[src/rtl/maquina_estados_mascota_pkg.sv]
// Shared pet-state codes, need priority order and level bundle for the pet behaviour FSM.
// Latency: none (types and pure functions only); backpressure: not applicable.
package maquina_estados_mascota_pkg;

  typedef enum logic [2:0] {
    NEUTRO     = 3'd0,
    FELIZ      = 3'd1,
    HAMBRIENTO = 3'd2,
    CANSADO    = 3'd3,
    TRISTE     = 3'd4,
    ENFERMO    = 3'd5
  } estado_t;

  typedef struct packed {
    logic [1:0] animo;
    logic [1:0] energia;
    logic [1:0] descanso;
    logic [1:0] medicina;
  } niveles_t;

  localparam logic [2:0] PRIO_NINGUNA    = 3'd0;
  localparam logic [2:0] PRIO_TRISTE     = 3'd1;
  localparam logic [2:0] PRIO_CANSADO    = 3'd2;
  localparam logic [2:0] PRIO_HAMBRIENTO = 3'd3;
  localparam logic [2:0] PRIO_ENFERMO    = 3'd4;

  localparam logic [2:0] CODIGO_TEST_PRIMERO = 3'd1;
  localparam logic [2:0] CODIGO_TEST_ULTIMO  = 3'd5;

  function automatic logic [2:0] prioridad(input estado_t s);
    case (s)
      ENFERMO:    return PRIO_ENFERMO;
      HAMBRIENTO: return PRIO_HAMBRIENTO;
      CANSADO:    return PRIO_CANSADO;
      TRISTE:     return PRIO_TRISTE;
      default:    return PRIO_NINGUNA;
    endcase
  endfunction

  // Highest-priority need currently at or below the entry threshold, NEUTRO if none.
  function automatic estado_t necesidad(input niveles_t n, input logic [1:0] bajo);
    if (n.medicina <= bajo)      return ENFERMO;
    else if (n.energia <= bajo)  return HAMBRIENTO;
    else if (n.descanso <= bajo) return CANSADO;
    else if (n.animo <= bajo)    return TRISTE;
    else                         return NEUTRO;
  endfunction

  function automatic logic [1:0] nivel_propio(input estado_t s, input niveles_t n);
    case (s)
      ENFERMO:    return n.medicina;
      HAMBRIENTO: return n.energia;
      CANSADO:    return n.descanso;
      TRISTE:     return n.animo;
      default:    return 2'd3;
    endcase
  endfunction

  function automatic logic [2:0] codigo_test_siguiente(input logic [2:0] c);
    return (c == CODIGO_TEST_ULTIMO) ? CODIGO_TEST_PRIMERO : c + 3'd1;
  endfunction

endpackage

[src/rtl/maquina_estados_mascota_if.sv]
// Level/test inputs and state/enable outputs between the mode block (master) and the pet FSM (slave).
// Latency: wires only; backpressure: none, levels are sampled every clk.
interface maquina_estados_mascota_if;
  logic       B_Test;
  logic [1:0] Nivel_Animo;
  logic [1:0] Nivel_Energia;
  logic [1:0] Nivel_Descanso;
  logic [1:0] Nivel_Medicina;
  logic       Activo_Comida;
  logic       Activo_Medicina;
  logic [2:0] Estado;
  logic       Test_Activo;

  modport master (
    output B_Test, Nivel_Animo, Nivel_Energia, Nivel_Descanso, Nivel_Medicina,
    input  Activo_Comida, Activo_Medicina, Estado, Test_Activo
  );

  modport slave (
    input  B_Test, Nivel_Animo, Nivel_Energia, Nivel_Descanso, Nivel_Medicina,
    output Activo_Comida, Activo_Medicina, Estado, Test_Activo
  );
endinterface

[src/rtl/maquina_estados_mascota_contador_test.sv]
// Free-running tick counter: tick is high for 1 clk every TEST_TICKS enabled clks.
// Latency: tick is combinational from the count; backpressure: none, clear wins over enable.
module contador_test #(
  parameter int TEST_TICKS = 10
) (
  input  logic clk,
  input  logic reset,
  input  logic clear,
  input  logic enable,
  output logic tick
);

  localparam int ANCHO = (TEST_TICKS > 1) ? $clog2(TEST_TICKS) : 1;
  localparam logic [ANCHO-1:0] ULTIMO = ANCHO'(TEST_TICKS - 1);

  logic [ANCHO-1:0] cuenta_q;

  assign tick = enable && (cuenta_q == ULTIMO);

  always_ff @(posedge clk or negedge reset) begin
    if (!reset) begin
      cuenta_q <= '0;
    end else if (clear) begin
      cuenta_q <= '0;
    end else if (enable) begin
      cuenta_q <= tick ? '0 : cuenta_q + 1'b1;
    end
  end

endmodule

[src/rtl/maquina_estados_mascota.sv]
// Pet behaviour FSM with hysteretic need states and a display self-test; all outputs registered.
// Latency: 1 clk from sampled level/B_Test to outputs; backpressure: none.
module maquina_estados_mascota
  import maquina_estados_mascota_pkg::*;
#(
  parameter logic [1:0] UMBRAL_BAJO = 2'd0,
  parameter logic [1:0] UMBRAL_ALTO = 2'd2,
  parameter int         TEST_TICKS  = 10
) (
  input logic                     clk,
  input logic                     reset,
  maquina_estados_mascota_if.slave bus
);

  niveles_t   niveles;
  estado_t    estado_q;
  estado_t    estado_d;
  estado_t    necesidad_act;
  logic [2:0] codigo_q;
  logic       comida_q;
  logic       medicina_q;
  logic       test_q;
  logic       tick_test;

  assign niveles       = {bus.Nivel_Animo, bus.Nivel_Energia, bus.Nivel_Descanso, bus.Nivel_Medicina};
  assign necesidad_act = necesidad(niveles, UMBRAL_BAJO);

  contador_test #(.TEST_TICKS(TEST_TICKS)) u_contador_test (
    .clk    (clk),
    .reset  (reset),
    .clear  (bus.B_Test),
    .enable (test_q && !bus.B_Test),
    .tick   (tick_test)
  );

  always_comb begin
    estado_d = estado_q;
    case (estado_q)
      NEUTRO, FELIZ: begin
        if (necesidad_act != NEUTRO) estado_d = necesidad_act;
        else if (niveles == '1)      estado_d = FELIZ;
        else                         estado_d = NEUTRO;
      end
      default: begin
        // Only a strictly higher need preempts; exit goes through NEUTRO for re-evaluation.
        if (prioridad(necesidad_act) > prioridad(estado_q))
          estado_d = necesidad_act;
        else if (nivel_propio(estado_q, niveles) >= UMBRAL_ALTO)
          estado_d = NEUTRO;
      end
    endcase
  end

  always_ff @(posedge clk or negedge reset) begin
    if (!reset) begin
      estado_q   <= NEUTRO;
      codigo_q   <= 3'd0;
      comida_q   <= 1'b0;
      medicina_q <= 1'b0;
      test_q     <= 1'b0;
    end else if (bus.B_Test) begin
      // The test toggle takes the whole cycle; the FSM stays frozen until the next one.
      if (test_q) begin
        test_q     <= 1'b0;
        codigo_q   <= estado_q;
        comida_q   <= (estado_q == HAMBRIENTO);
        medicina_q <= (estado_q == ENFERMO);
      end else begin
        test_q     <= 1'b1;
        codigo_q   <= CODIGO_TEST_PRIMERO;
        comida_q   <= 1'b0;
        medicina_q <= 1'b0;
      end
    end else if (test_q) begin
      if (tick_test) codigo_q <= codigo_test_siguiente(codigo_q);
    end else begin
      estado_q   <= estado_d;
      codigo_q   <= estado_d;
      comida_q   <= (estado_d == HAMBRIENTO);
      medicina_q <= (estado_d == ENFERMO);
    end
  end

  assign bus.Estado          = codigo_q;
  assign bus.Activo_Comida   = comida_q;
  assign bus.Activo_Medicina = medicina_q;
  assign bus.Test_Activo     = test_q;

endmodule
[src/flat_wrapper.sv]
// flat-port wrapper written by rule: the top's interface ports become plain ports
module maquina_estados_mascota_flat import maquina_estados_mascota_pkg::*;
#(
  parameter logic [1:0] UMBRAL_BAJO = 2'd0,
  parameter logic [1:0] UMBRAL_ALTO = 2'd2,
  parameter int         TEST_TICKS  = 10
)
  (clk, reset, bus_B_Test, bus_Nivel_Animo, bus_Nivel_Energia, bus_Nivel_Descanso, bus_Nivel_Medicina, bus_Activo_Comida, bus_Activo_Medicina, bus_Estado, bus_Test_Activo);
  maquina_estados_mascota_if bus_i ();
  input logic clk;
  input logic reset;
  input wire logic [$bits(bus_i.B_Test)-1:0] bus_B_Test;
  input wire logic [$bits(bus_i.Nivel_Animo)-1:0] bus_Nivel_Animo;
  input wire logic [$bits(bus_i.Nivel_Energia)-1:0] bus_Nivel_Energia;
  input wire logic [$bits(bus_i.Nivel_Descanso)-1:0] bus_Nivel_Descanso;
  input wire logic [$bits(bus_i.Nivel_Medicina)-1:0] bus_Nivel_Medicina;
  output wire logic [$bits(bus_i.Activo_Comida)-1:0] bus_Activo_Comida;
  output wire logic [$bits(bus_i.Activo_Medicina)-1:0] bus_Activo_Medicina;
  output wire logic [$bits(bus_i.Estado)-1:0] bus_Estado;
  output wire logic [$bits(bus_i.Test_Activo)-1:0] bus_Test_Activo;
  assign bus_i.B_Test = bus_B_Test;
  assign bus_i.Nivel_Animo = bus_Nivel_Animo;
  assign bus_i.Nivel_Energia = bus_Nivel_Energia;
  assign bus_i.Nivel_Descanso = bus_Nivel_Descanso;
  assign bus_i.Nivel_Medicina = bus_Nivel_Medicina;
  assign bus_Activo_Comida = bus_i.Activo_Comida;
  assign bus_Activo_Medicina = bus_i.Activo_Medicina;
  assign bus_Estado = bus_i.Estado;
  assign bus_Test_Activo = bus_i.Test_Activo;
  maquina_estados_mascota #(.UMBRAL_BAJO(UMBRAL_BAJO), .UMBRAL_ALTO(UMBRAL_ALTO), .TEST_TICKS(TEST_TICKS)) u_core (.clk(clk), .reset(reset), .bus(bus_i));
endmodule
[config.mk]
export PLATFORM = sky130hd
export DESIGN_NAME = maquina_estados_mascota_flat
export DESIGN_NICKNAME = d
export VERILOG_FILES = /design/src/rtl/maquina_estados_mascota_pkg.sv /design/src/rtl/maquina_estados_mascota_if.sv /design/src/rtl/maquina_estados_mascota_contador_test.sv /design/src/rtl/maquina_estados_mascota.sv /design/src/flat_wrapper.sv
export SDC_FILE = /design/constraint.sdc
export NUM_CORES = 1
export LEC_CHECK = 0
export ABC_AREA = 1
export BUFFER_PORTS_ARGS = -buffer_cell sky130_fd_sc_hd__buf_4
export CAP_MARGIN = 20
export CORE_MARGIN = 3
export CORE_UTILIZATION = 55
export DETAILED_ROUTE_END_ITERATION = 7
export GPL_TIMING_DRIVEN = 0
export PLACE_DENSITY = 0.78
export SYNTH_ARGS = -nofsm -noshare
export SYNTH_HDL_FRONTEND = slang
export SYNTH_HIERARCHICAL = 1
export SYNTH_SLANG_ARGS = --single-unit
[constraint.sdc]
create_clock -name clk -period 2.2 [get_ports clk]
set_input_delay 0.33 -clock clk [delete_from_list [all_inputs] [get_ports clk]]
set_output_delay 0.33 -clock clk [all_outputs]
set_load 0.005 [all_outputs]
Yosys cells after proc, flatten, opt, wreduce, memory -nomap -nowiden. Index checks and enable logic that the tools add are counted.

Flip-flop bits (word level): 13. Bits in latches: 0. Memory bits (writable): 0. Memory bits (read-only): 0. Memories kept: 0.

Add/subtract/negate cells: 2. $mul: 0. Divide/modulo/power cells: 0. $lt $le $gt $ge: 6. Equal/unequal tests: 16. Shift operators: 0. Mux-type cells: 31. Bitwise logic cells: 2. Reductions and logical operators: 8.

Operators by type and width (count): 2-to-1 mux 3 bit (15); one-hot mux 3 bit (4 select lines) (2); equality test 3 bit (second input constant) (6); equality test 3 x 2 -> 1 bit (second input constant) (5); 2-to-1 mux 4 bit (3); equality test 8 bit (second input constant) (1); <= comparator 2 x 1 -> 1 bit (second input constant) (4); 2-to-1 mux 1 bit (8); one-hot mux 2 bit (4 select lines) (1); adder 4 x 1 -> 4 bit (second input constant) (1); equality test 4 bit (second input constant) (1); 2-to-1 mux 2 bit (2); adder 3 x 1 -> 3 bit (second input constant) (1); equality test 3 x 1 -> 1 bit (second input constant) (1); > comparator 3 bit (1); zero test 3 bit (1); inequality test 3 bit (second input constant) (1); nonzero test 3 bit (1); greater-or-equal comparator 2 bit (second input constant) (1); logical AND 1 bit (2); inequality test 2 bit (second input constant) (1); inverter 1 bit (2); AND reduction 2 bit (1); nonzero test 2 bit (1); 2 further kinds (2).

Depth between registers and ports, before layout. Gate-level depths: netlist (run 1).

Depth after elaboration: 18. Mapped depth: 17.

Hierarchy. The synthesis (run 1) kept the hierarchy.

Modules (own cells, without submodules): maquina_estados_mascota (instances 1, cells each 128, area an instance 772.0 sq um, sequential area each 225.2 sq um); contador_test (instances 1, cells each 38, area an instance 279.0 sq um, sequential area each 100.1 sq um).

Worst setup path after synthesis (run 1). Ideal clock, no wire load.

Path type: register to register. From: reg u_core.estado_q[2]. To: reg u_core.codigo_q[0] (netlist: u_core/bus.Estado[0]). Setup time: 0.073 ns. Arrival time: 1.656 ns. Path slack: 0.471 ns. Stages on the path, launching flop included: 12. Period minus slack after synthesis: 1.729 ns. Path through: dfrtp_1 -> inv_2 -> nor2_1 -> nand2_1 -> ha_1 -> a21oi_1 -> nand2_1 -> nand2_1 -> nand3_1 -> o21ai_1 -> nand2_1 -> a21oi_2.

Cells in the longest elaborated chain, start to end: 10. Elaborated cells between the ends (all ways): 19. Those cells by class: order compare (2); eq/ne (5); mux (10); reduce/logical (2).

RTL lines: start, declared (RTL line maquina_estados_mascota.sv:16) `estado_t estado_q;`; start signal, assigned (RTL line maquina_estados_mascota.sv:77) `estado_q <= estado_d;`; equality test 3 bit / equality test 3 x 2 -> 1 bit (equally long branches) (RTL line maquina_estados_mascota_pkg.sv:31, maquina_estados_mascota_pkg.sv:50); one-hot mux 2 bit (4 select lines) (RTL line maquina_estados_mascota_pkg.sv:50) `case (s)`; 2-to-1 mux 2 bit (RTL line maquina_estados_mascota.sv:46) `if (prioridad(necesidad_act) > prioridad(estado_q))`; 2-to-1 mux 2 bit (RTL line maquina_estados_mascota.sv:38) `case (estado_q)`; greater-or-equal comparator 2 bit (RTL line maquina_estados_mascota.sv:48) `else if (nivel_propio(estado_q, niveles) >= UMBRAL_ALTO)`; 2-to-1 mux 3 bit (RTL line maquina_estados_mascota.sv:48); 2-to-1 mux 3 bit (RTL line maquina_estados_mascota.sv:46); 2-to-1 mux 3 bit (*) (RTL line maquina_estados_mascota.sv:38); 2-to-1 mux 3 bit (*) (RTL line maquina_estados_mascota.sv:74) `end else if (test_q) begin`; 2-to-1 mux 3 bit (*) (RTL line maquina_estados_mascota.sv:61) `end else if (bus.B_Test) begin`; end signal, assigned (RTL line maquina_estados_mascota.sv:65) `codigo_q <= estado_q;`; end signal, assigned (RTL line maquina_estados_mascota.sv:75) `if (tick_test) codigo_q <= codigo_test_siguiente(codigo_q);`; end signal, assigned (RTL line maquina_estados_mascota.sv:78) `codigo_q <= estado_d;`; end, declared (RTL line maquina_estados_mascota.sv:19) `logic [2:0] codigo_q;`.

Mark *: on every way between the ends. The rest lies on a longest branch, timed or not. The select of a mux whose other input is x is not followed. A chain may end at the register's enable or synchronous reset.

Worst setup path after layout (run 1).
From: reg u_core.estado_q[1]. To: reg u_core.estado_q[0].

Cells in the longest elaborated chain, start to end: 8. Elaborated cells between the ends (all ways): 17. Those cells by class: order compare (2); eq/ne (5); mux (8); reduce/logical (2).

RTL lines (RTL line): equality test 3 bit / equality test 3 x 2 -> 1 bit (equally long branches) (maquina_estados_mascota_pkg.sv:31, maquina_estados_mascota_pkg.sv:50); one-hot mux 2 bit (4 select lines) (maquina_estados_mascota_pkg.sv:50); 2-to-1 mux 2 bit (maquina_estados_mascota.sv:46); 2-to-1 mux 2 bit (maquina_estados_mascota.sv:38); greater-or-equal comparator 2 bit (maquina_estados_mascota.sv:48); 2-to-1 mux 3 bit (maquina_estados_mascota.sv:48); 2-to-1 mux 3 bit (maquina_estados_mascota.sv:46); 2-to-1 mux 3 bit (*) (maquina_estados_mascota.sv:38).

Marked as above.

==> results of run 1 <==
[worst max-delay path, cell delays in order, from the launching register on]
cell	delay, ns
sky130_fd_sc_hd__dfrtp_2	0.46
sky130_fd_sc_hd__nor2_2	0.14
sky130_fd_sc_hd__nand2_1	0.10
sky130_fd_sc_hd__ha_1	0.33
sky130_fd_sc_hd__a21oi_1	0.15
sky130_fd_sc_hd__nand2_1	0.11
sky130_fd_sc_hd__nand2_1	0.12
sky130_fd_sc_hd__nand3_1	0.15
sky130_fd_sc_hd__o21ai_2	0.19
sky130_fd_sc_hd__nand2_1	0.12
sky130_fd_sc_hd__o21ai_0	0.11
[logic make-up (layout without fill, tap and decap cells)]
group,count (synthesis),after routing,synth area share
fa+ha+maj,5,5,0.05952
compound gates,24,24,0.1214
flops,13,13,0.3095
simple gates,101,101,0.4274
buf+inv,23,45,0.08214
[how the worst max path moves through the flow]
stage | from | endpoint
CTS | u_core/estado_q[2]$_DFFE_PN0P_ | u_core/estado_q[0]$_DFFE_PN0P_
detailed placement | bus_Nivel_Medicina[1] | u_core/estado_q[0]$_DFFE_PN0P_
global placement | bus_Nivel_Medicina[1] | u_core/bus.Estado[0]$_DFFE_PN0P_
floorplan | u_core/estado_q[2]$_DFFE_PN0P_ | u_core/bus.Estado[0]$_DFFE_PN0P_
global route | u_core/estado_q[1]$_DFFE_PN0P_ | u_core/bus.Activo_Medicina$_DFFE_PN0N_
finish | u_core/estado_q[1]$_DFFE_PN0P_ | u_core/estado_q[0]$_DFFE_PN0P_
[placed cells by master (no fill, tap or decap)]
cell type,n
sky130_fd_sc_hd__o21ai_2,1
sky130_fd_sc_hd__nand4_1,3
sky130_fd_sc_hd__nand3_1,9
sky130_fd_sc_hd__buf_4,17
sky130_fd_sc_hd__a21oi_1,7
sky130_fd_sc_hd__nor2_2,3
sky130_fd_sc_hd__o21ai_1,4
sky130_fd_sc_hd__dfrtp_1,11
sky130_fd_sc_hd__nor2_4,3
sky130_fd_sc_hd__o211ai_1,1
sky130_fd_sc_hd__inv_2,4
sky130_fd_sc_hd__nand2_2,2
sky130_fd_sc_hd__nand2_4,1
sky130_fd_sc_hd__ha_1,5
sky130_fd_sc_hd__o21ai_0,9
sky130_fd_sc_hd__nor2_1,28
sky130_fd_sc_hd__nor3_1,4
sky130_fd_sc_hd__a31oi_1,1
sky130_fd_sc_hd__a21oi_2,1
sky130_fd_sc_hd__nand3_2,1
sky130_fd_sc_hd__inv_1,19
sky130_fd_sc_hd__clkbuf_1,1
sky130_fd_sc_hd__dlygate4sd3_1,1
sky130_fd_sc_hd__nand2_1,47
sky130_fd_sc_hd__clkbuf_4,3
sky130_fd_sc_hd__dfrtp_2,2
[metrics by stage]
step	cell area [sq um]	setup WS [ns]	util	power (mW)
2_1_floorplan	1051	0.4713	-	0.7528
3_3_place_gp	1202	0.2067	0.6816	0.9106
3_5_place_dp	1202	0.1088	0.6816	0.9357
4_1_cts	1239	0.1325	0.7021	1.090
5_1_grt	1255	-0.02164	0.7113	1.247
6_report	1255	0.1606	0.7113	1.126
[metal layers]
layer / global-route usage / wire (microns) / up-vias
li1: - / - / 577
met1: 0.2619 / 1083 / 479
met2: 0.3899 / 1239 / 31
met3: 0.05136 / 126 / 5
met4: 0.1198 / 44 / 0
met5: 0 / 0 / -
[state kept, by name, summed over array words and instances (netlist names)]
signal	cells
u_core/bus.Activo_Comida	1
u_core/bus.Activo_Medicina	1
u_core/bus.Estado	3
u_core/bus.Test_Activo	1
u_core/estado_q	3
u_core/u_contador_test/cuenta_q	4
[what timing repair did]
| action | in CTS | in global routing |
|---|---|---|
| setup buffers | 0 | 1 |
| endpoints found under the setup margin | 0 | 4 |
| resized for setup | 0 | 4 |
| hold buffers | 1 | 0 |
| endpoints found under the hold margin | 13 | 0 |
[power groups by stage]
stage	Sequential (mW)	Combinational (mW)	Clock [mW]
2_1_floorplan	0.379	0.374	0
3_3_place_gp	0.391	0.519	0
3_5_place_dp	0.397	0.539	0
4_1_cts	0.391	0.544	0.154
5_1_grt	0.402	0.672	0.173
6_report	0.390	0.586	0.151
[final cells by class]
class | count | area (sq um) | share of cell area
Tap cell | 25 | 31.28 | 0.02493
Multi-Input combinational cell | 130 | 645.6 | 0.5145
Inverter | 23 | 86.33 | 0.06879
Timing Repair Buffer | 18 | 137.6 | 0.1097
Sequential cell | 13 | 327.8 | 0.2612
Clock buffer | 4 | 26.28 | 0.02094
==> qor.csv, run 1 <==
metric,value,unit
outcome,"finished, final reports clean",
register bit total from synthesis,13,
via count normalized by instance count,5.127,
number of nets with antenna violations after detailed routing,0,
placed wire-length estimate,1.931,mm
detailed-route wire length,2.494,mm
H-tree depth reported by CTS,1,
largest driver fanout on the critical path,5,
Clock Power Share,0.134,
via count of the first global-routing pass,1012,
Max Clk Rate,490.4,MHz
setup-violating endpoint count in the final report,0,
r2r startpoint,u_core/estado_q[1]$_DFFE_PN0P_,
dominant register cell in the synthesized netlist,sky130_fd_sc_hd__dfrtp_1,
remaining max-slew budget at the tightest pin,0.7948,
async set-or-reset flop fraction in the synthesized netlist,1.000,
synth unique cells,20,
CTS Sinks,13,
TritonCTS clock tree,done,
length of the first detailed-routing pass in iterations,4,
All-Layer GR Usage,0.2279,
synth-to-layout area growth,19.40,%
number of buffers added on ports,16,
top cell type by total area after synthesis,sky130_fd_sc_hd__dfrtp_1,
required time worst endpoint,2.39,ns
number of max-slew violations in the final report,0,
Mapped Avg Cell Area,6.331,sq um
type of origin of the critical path,register,
total congestion overflow after global routing,0,
pin slew with the least headroom to its limit,0.3067,ns
clock insertion delay at the later pin of the skew report,0.28,ns
portion of the clock cycle consumed by the worst path in the final layout,0.9270,
post-synthesis instance area,0.001051,sq mm
"top cells by area, synth","sky130_fd_sc_hd__dfrtp_1, sky130_fd_sc_hd__nand2_1, sky130_fd_sc_hd__nor2_1, sky130_fd_sc_hd__inv_1, sky130_fd_sc_hd__ha_1",
P_int,603.4,uW
worst setup path category,register to register,
number of buffers added by the clock tree synthesis step,3,
power density of the placed cells,897.6,mW/mm^2
area share of the leading cell type in the synthesized netlist,0.3095,
Yosys warnings,6,
pin count of the biggest net entering global routing,14,
final weighted congestion in routability-driven placement,0.8271,
die width,49.72,microns
max-cap violations,0,
Combinational Power Share,0.520,
worst-case clock skew,0.0005102,ns
min Tclk post-route,2.039,ns
number of enable flip-flop cells after synthesis,0,
net switching power,523.1,uW
reg-to-reg setup timing slack,0.16,ns
cell leakage power,0.6480,nW
effective utilization at floorplan,0.5957,
die area,0.002472,sq mm
Max Buffers Root-to-Sink,2,
number of cells on the worst reg-to-reg path,10,
setup total negative slack,0,ns
"CTS clk-pin slew, worst paths",0.08,ns
post-route insts no fill,213,
portion of the post-synthesis area used by sequential elements,0.3095,
final routed wire length divided by cell count,11.71,microns
number of instances on the worst hold path,3,
placed insts,207,
number of antenna repair diodes,0,
top-count cell post-synth,sky130_fd_sc_hd__nand2_1,
commonest cells in the netlist,"sky130_fd_sc_hd__nand2_1, sky130_fd_sc_hd__nor2_1, sky130_fd_sc_hd__inv_1, sky130_fd_sc_hd__dfrtp_1",
worst hold-check slack,0.3428,ns
Cell Rows,15,
IR Drop Worst-Case VDD,451.6,uV
beginning of the worst hold path,bus_B_Test,
power share of the sequential group,0.346,
Final Hold Viols,0,
initial drt markers,21,
end of the worst hold path,u_core/bus.Test_Activo$_DFFE_PN0P_,
Floorplan Core Area,0.001764,sq mm
Fill cells,165,
path class of the lowest-slack min-delay path,primary input to register,
Ports,17,
initial antenna violation count,0,
wire length of the first global-routing pass,4.209,mm
kind of capture point of the worst setup path,register,
worst reg2reg path endpoint,u_core/estado_q[0]$_DFFE_PN0P_,
vias after detailed routing,1092,
Post-Syn Instances,166,
DRC violations left,0,
Die Height,49.72,microns
"Net count, final",205,
buffer cell driving the clock tree root,sky130_fd_sc_hd__clkbuf_4,
fraction of layout instances using a drive strength above 1,0.2021,
CP arrival,2.23,ns
fraction of power spent switching nets,0.4644,
post-synthesis net count,182,
Note: power is estimated with default switching activity, not from simulation.
==> inputs of run 2 (changes only) <==
--- a/config.mk
+++ b/config.mk
@@ -9,5 +9,5 @@
 export BUFFER_PORTS_ARGS = -buffer_cell sky130_fd_sc_hd__buf_4
 export CAP_MARGIN = 20
-export CORE_MARGIN = 3
+export CORE_MARGIN = 2
 export CORE_UTILIZATION = 55
 export DETAILED_ROUTE_END_ITERATION = 7
@@ -18,2 +18,3 @@
 export SYNTH_HIERARCHICAL = 1
 export SYNTH_SLANG_ARGS = --single-unit
+export TNS_END_PERCENT = 20
==> constraint.sdc (replaced) <==
create_clock -name clk -period 2.2 [get_ports clk]
set_input_delay 0.22 -clock clk [delete_from_list [all_inputs] [get_ports clk]]
set_output_delay 0.22 -clock clk [all_outputs]
set_load 0.005 [all_outputs]
==> qor.csv, run 2 (synthesis gave the netlist of run 1 again) <==
metric,value,unit,change
unrepaired setup endpoints after global routing,no,,
end of the worst hold path,u_core/bus.Test_Activo$_DFFE_PN0P_,,
All-Layer GR Usage,0.2554,,+0.02750
length of the first detailed-routing pass in iterations,4,,unchanged
Final Hold Viols,0,,unchanged
setup total negative slack,0,ns,unchanged
via count of the first global-routing pass,979,,-3.3%
worst setup path category,register to register,,
pin count of the biggest net entering global routing,14,,unchanged
required time worst endpoint,2.42,ns,+0.03 ns
total power after layout,1.117,mW,-0.86%
Max Clk Rate,498.8,MHz,+1.7%
placed wire-length estimate,1.956,mm,+1.3%
initial drt markers,28,,+33%
outcome,"finished, final reports clean",,
power share of the sequential group,0.348,,+0.002
Max Buffers Root-to-Sink,2,,unchanged
wire length of the first global-routing pass,4.029,mm,-4.3%
die area,0.002277,sq mm,-7.9%
final weighted congestion in routability-driven placement,0.8560,,+3.5%
clock insertion delay at the later pin of the skew report,0.28,ns,about the same
effective utilization at floorplan,0.5957,,unchanged
DRC violations left,0,,unchanged
cell leakage power,0.6543,nW,+0.97%
number of instances on the worst hold path,3,,unchanged
net switching power,509.3,uW,-2.6%
largest driver fanout on the critical path,5,,unchanged
initial antenna violation count,0,,unchanged
portion of the clock cycle consumed by the worst path in the final layout,0.9112,,-0.01575
vias after detailed routing,1129,,+3.4%
setup-violating endpoint count in the final report,0,,unchanged
top register by number of flip-flops,u_core/u_contador_test/cuenta_q,,
buffer cell driving the clock tree root,sky130_fd_sc_hd__clkbuf_4,,
reg-to-reg setup timing slack,0.20,ns,+0.03 ns
Fill cells,166,,+0.61%
Clock Power Share,0.136,,+0.002
r2r startpoint,u_core/estado_q[1]$_DFFE_PN0P_,,
fraction of layout instances using a drive strength above 1,0.1958,,-0.006360
P_int,607.4,uW,+0.68%
Ports,17,,unchanged
beginning of the worst hold path,bus_B_Test,,
CTS Sinks,13,,unchanged
worst-case clock skew,0.002640,ns,+0.002130 ns
total congestion overflow after global routing,0,,unchanged
number of flip-flops in the largest register,4,,unchanged
"most common cell after layout, fill and taps aside",sky130_fd_sc_hd__nand2_1,,
Combinational Power Share,0.515,,-0.005
final routed wire length divided by cell count,11.44,microns,-2.3%
remaining max-slew budget at the tightest pin,0.7845,,-0.01030
max-cap violations,0,,unchanged
type of origin of the critical path,register,,
Floorplan Core Area,0.001764,sq mm,unchanged
min Tclk post-route,2.005,ns,-0.03464 ns
H-tree depth reported by CTS,1,,unchanged
path class of the lowest-slack min-delay path,primary input to register,,
number of max-slew violations in the final report,0,,unchanged
highest-count cells in the layout ignoring fill and taps,"sky130_fd_sc_hd__nand2_1, sky130_fd_sc_hd__nor2_1, sky130_fd_sc_hd__inv_1, sky130_fd_sc_hd__buf_4, sky130_fd_sc_hd__dfrtp_1",,
worst reg2reg path endpoint,u_core/bus.Estado[0]$_DFFE_PN0P_,,
"CTS clk-pin slew, worst paths",0.08,ns,about the same
IR Drop Worst-Case VDD,492.9,uV,+9.2%
TritonCTS clock tree,done,,
Die Height,47.72,microns,-4.0%
number of cells on the worst reg-to-reg path,10,,unchanged
Cell Rows,15,,unchanged
synth-to-layout area growth,19.64,%,
number of buffers added on ports,16,,unchanged
kind of capture point of the worst setup path,register,,
detailed-route wire length,2.449,mm,-1.8%
fraction of power spent switching nets,0.4561,,-0.008302
CP arrival,2.22,ns,about the same
die width,47.72,microns,-4.0%
pin slew with the least headroom to its limit,0.3221,ns,+0.01540 ns
"Net count, final",206,,+0.49%
number of antenna repair diodes,0,,unchanged
via count normalized by instance count,5.276,,+2.9%
power density of the placed cells,888.1,mW/mm^2,-1.1%
number of buffers added by the clock tree synthesis step,3,,unchanged
number of nets with antenna violations after detailed routing,0,,unchanged
-- run 2: timing repair --
action                                  4_1_cts  5_1_grt
hold buffers                                  1        0
endpoints found under the setup margin        0        4
hold endpoints to repair                     13        0
resized for setup                             0        2
setup buffers                                 0        2
-- run 2: how the worst max path moves through the flow --
stage,endpoint,startpoint,slack [ns],cells after the start
4_1_cts,u_core/bus.Estado[0]$_DFFE_PN0P_,u_core/estado_q[2]$_DFFE_PN0P_,0.16,11
6_report,u_core/bus.Estado[0]$_DFFE_PN0P_,u_core/estado_q[1]$_DFFE_PN0P_,0.20,10
5_1_grt,u_core/bus.Estado[0]$_DFFE_PN0P_,u_core/estado_q[1]$_DFFE_PN0P_,0.003,10
2_1_floorplan,u_core/bus.Estado[0]$_DFFE_PN0P_,u_core/estado_q[2]$_DFFE_PN0P_,0.47,11
3_3_place_gp,u_core/bus.Estado[0]$_DFFE_PN0P_,u_core/estado_q[2]$_DFFE_PN0P_,0.24,11
3_5_place_dp,u_core/bus.Estado[0]$_DFFE_PN0P_,u_core/estado_q[2]$_DFFE_PN0P_,0.17,11
-- run 2: stage by stage --
step           std cells  setup WS (ns)  utilization  cell area (sq um)  hold WS [ns]
3_5_place_dp         207         0.1714       0.6816               1202       0.07378
4_1_cts              212         0.1559       0.7021               1239        0.2367
5_1_grt              214       0.003102       0.7128               1257        0.2300
6_report             214         0.1953       0.7128               1257        0.2392
2_1_floorplan        166         0.4713            -               1051      -0.07559
3_3_place_gp         207         0.2412       0.6816               1202       0.07173
-- run 2: worst max-delay path: stages, from the launching register on --
cell and delay, ns:
sky130_fd_sc_hd__dfrtp_1 0.46, sky130_fd_sc_hd__nor2_2 0.16, sky130_fd_sc_hd__nand2_1 0.09, sky130_fd_sc_hd__ha_1 0.32
sky130_fd_sc_hd__a21oi_1 0.14, sky130_fd_sc_hd__nand2_1 0.10, sky130_fd_sc_hd__nand2_1 0.11, sky130_fd_sc_hd__nand3_1 0.11
sky130_fd_sc_hd__o21ai_1 0.18, sky130_fd_sc_hd__nand2_1 0.13, sky130_fd_sc_hd__a21oi_2 0.13
-- run 2: layout make-up --
cell class	count	area [sq um]	share of cell area
repair buffers	19	145.1	0.1154
well taps	25	31.28	0.02488
flip-flops and latches	13	326.6	0.2597
multi-input cells	130	641.9	0.5104
inverters	23	86.33	0.06866
clock buffers	4	26.28	0.02090
-- run 2: metal layers --
layer	GRT usage	wire length [microns]
met2	0.4400	1235
met4	0.1189	51
met3	0.06415	108
met5	0	0
met1	0.2943	1054
-- run 2: power by group through the flow --
stage / clock [mW] / sequential, mW / combinational, mW
after floorplan: 0 / 0.379 / 0.374
after global placement: 0 / 0.391 / 0.519
after detailed placement: 0 / 0.396 / 0.540
after CTS: 0.157 / 0.391 / 0.543
after global routing: 0.170 / 0.400 / 0.660
final: 0.152 / 0.389 / 0.575
==> inputs of run 3 (changes only) <==
Settings changed: BUFFER_PORTS_ARGS -buffer_cell sky130_fd_sc_hd__buf_4 to not set, CORE_UTILIZATION 55 to 60, DONT_BUFFER_PORTS set to 1, PLACE_DENSITY 0.78 to 0.76.
==> qor.csv, run 3 (synthesis gave the netlist of run 1 again) <==
metric,value,unit,change
synth-to-layout area growth,5.595,%,
portion of the clock cycle consumed by the worst path in the final layout,0.9199,,+0.008709
via count normalized by instance count,5.484,,+3.9%
DRC violations left,0,,unchanged
Ports,17,,unchanged
fraction of power spent switching nets,0.4754,,+0.01930
final weighted congestion in routability-driven placement,0.9181,,+7.3%
met2 routing resource usage after global routing,0.4194,,-0.02056
Fill cells,156,,-6.0%
Max Buffers Root-to-Sink,2,,unchanged
fraction of layout instances using a drive strength above 1,0.1053,,-0.09050
min Tclk post-route,2.024,ns,+0.01916 ns
CTS Sinks,13,,unchanged
P_int,535.6,uW,-12%
placed wire-length estimate,1.855,mm,-5.2%
kind of capture point of the worst setup path,register,,
detailed-route wire length,2.332,mm,-4.8%
number of nets with antenna violations after detailed routing,0,,unchanged
number of max-slew violations in the final report,0,,unchanged
Cell Rows,15,,unchanged
type of origin of the critical path,register,,
die width,45.86,microns,-3.9%
wire length of the first global-routing pass,3.884,mm,-3.6%
number of buffers added on ports,0,,-16
unrepaired setup endpoints after global routing,no,,
setup-violating endpoint count in the final report,0,,unchanged
"CTS clk-pin slew, worst paths",0.08,ns,about the same
Die Height,45.86,microns,-3.9%
via count of the first global-routing pass,954,,-2.6%
worst-case clock skew,0.005921,ns,+0.003280 ns
number of buffers added by the clock tree synthesis step,3,,unchanged
beginning of the worst hold path,bus_B_Test,,
r2r startpoint,u_core/estado_q[1]$_DFFE_PN0P_,,
total power after layout,1.021,mW,-8.6%
Max Clk Rate,494.1,MHz,-0.95%
top register by number of flip-flops,u_core/u_contador_test/cuenta_q,,
buffer cell driving the clock tree root,sky130_fd_sc_hd__clkbuf_4,,
Combinational Power Share,0.465,,-0.050
IR Drop Worst-Case VDD,548.8,uV,+11%
number of flip-flops in the largest register,4,,unchanged
worst hold-check slack,0.08063,ns,-0.1585 ns
vias after detailed routing,1031,,-8.7%
path class of the lowest-slack min-delay path,primary input to register,,
largest driver fanout on the critical path,5,,unchanged
die area,0.002103,sq mm,-7.6%
power density of the placed cells,919.8,mW/mm^2,+3.6%
net switching power,485.3,uW,-4.7%
max-cap violations,0,,unchanged
All-Layer GR Usage,0.2496,,-0.005788
placed insts,183,,-12%
setup total negative slack,0,ns,unchanged
initial antenna violation count,0,,unchanged
cell leakage power,0.5658,nW,-14%
pin count of the biggest net entering global routing,14,,unchanged
outcome,"finished, final reports clean",,
effective utilization at floorplan,0.6222,,+0.02648
highest-count cells in the layout ignoring fill and taps,"sky130_fd_sc_hd__nand2_1, sky130_fd_sc_hd__nor2_1, sky130_fd_sc_hd__inv_1, sky130_fd_sc_hd__dfrtp_1",,
count of buffers added by post-CTS timing repair for setup,0,,unchanged
global-route track usage on met3,0.04762,,-0.01653
worst setup path category,register to register,,
required time worst endpoint,2.40,ns,-0.02 ns
pin slew with the least headroom to its limit,0.5958,ns,+0.2737 ns
post-route insts no fill,188,,-12%
GR Util met1,0.3293,,+0.03507
Final Hold Viols,0,,unchanged
power share of the sequential group,0.397,,+0.049
Floorplan Core Area,0.001689,sq mm,-4.3%
CP Launch Point,u_core/estado_q[1]$_DFFE_PN0P_,,
placed inst area,0.001072,sq mm,-11%
busiest grt layer,met2,,
length of the first detailed-routing pass in iterations,5,,+1
final routed wire length divided by cell count,12.40,microns,+8.4%
total congestion overflow after global routing,0,,unchanged
"Net count, final",188,,-8.7%
area of all placed cells without fillers,0.001110,sq mm,-12%
Clock Power Share,0.139,,+0.003
H-tree depth reported by CTS,1,,unchanged
"most common cell after layout, fill and taps aside",sky130_fd_sc_hd__nand2_1,,
TritonCTS clock tree,done,,
initial drt markers,27,,-3.6%
remaining max-slew budget at the tightest pin,0.6015,,-0.1830
CP arrival,2.22,ns,about the same
number of antenna repair diodes,0,,unchanged
clock insertion delay at the later pin of the skew report,0.27,ns,about the same
-- run 3: layout make-up --
cell class	count	area, sq um	area share
clock buffers	4	26.28	0.02368
inverters	23	86.33	0.07779
multi-input cells	130	639.4	0.5761
repair buffers	1	10.01	0.009019
flip-flops and latches	13	326.6	0.2943
well taps	17	21.27	0.01917
-- run 3: timing repair --
item,in CTS,in global routing
gates resized for setup,0,1
hold buffers,1,0
hold endpoints to repair,13,0
setup endpoints to repair,0,1
-- run 3: worst max-delay path: stages, from the launching register on --
cell	delay [ns]
sky130_fd_sc_hd__dfrtp_1	0.45
sky130_fd_sc_hd__nor2_1	0.19
sky130_fd_sc_hd__nand2_1	0.10
sky130_fd_sc_hd__ha_1	0.32
sky130_fd_sc_hd__a21oi_1	0.14
sky130_fd_sc_hd__nand2_1	0.10
sky130_fd_sc_hd__nand2_1	0.11
sky130_fd_sc_hd__nand3_1	0.10
sky130_fd_sc_hd__o21ai_1	0.20
sky130_fd_sc_hd__nand2_1	0.12
sky130_fd_sc_hd__a21oi_2	0.12
-- run 3: per-stage QoR --
stage,setup WS (ns),utilization
after global placement,0.2107,0.6348
final,0.1761,0.6570
after CTS,0.1917,0.6563
after detailed placement,0.2338,0.6348
after floorplan,0.4713,-
after global routing,0.03585,0.6570
-- run 3: power by group through the flow --
stage | Sequential [mW] | Clock [mW] | Combinational (mW)
2_1_floorplan | 0.379 | 0 | 0.374
3_3_place_gp | 0.407 | 0 | 0.445
3_5_place_dp | 0.406 | 0 | 0.458
4_1_cts | 0.401 | 0.146 | 0.470
5_1_grt | 0.416 | 0.160 | 0.540
6_report | 0.405 | 0.142 | 0.474
-- run 3: final timing paths --
path,endpoint,slack (ns),cells after the start
max,u_core/bus.Estado[0]$_DFFE_PN0P_,0.18,10
min,u_core/bus.Test_Activo$_DFFE_PN0P_,0.08,2
max reg2reg,u_core/bus.Estado[0]$_DFFE_PN0P_,0.18,10
min reg2reg,u_core/bus.Activo_Medicina$_DFFE_PN0N_,0.57,2
max in group asynchronous,u_core/estado_q[2]$_DFFE_PN0P_,1.38,1
min in group asynchronous,u_core/bus.Activo_Comida$_DFFE_PN0N_,0.39,1
-- run 3: routing by layer --
layer | vias to the layer above | wire, microns
met3 | 2 | 94
li1 | 544 | -
met2 | 26 | 1088
met4 | 0 | 17
met5 | - | 0
met1 | 459 | 1132
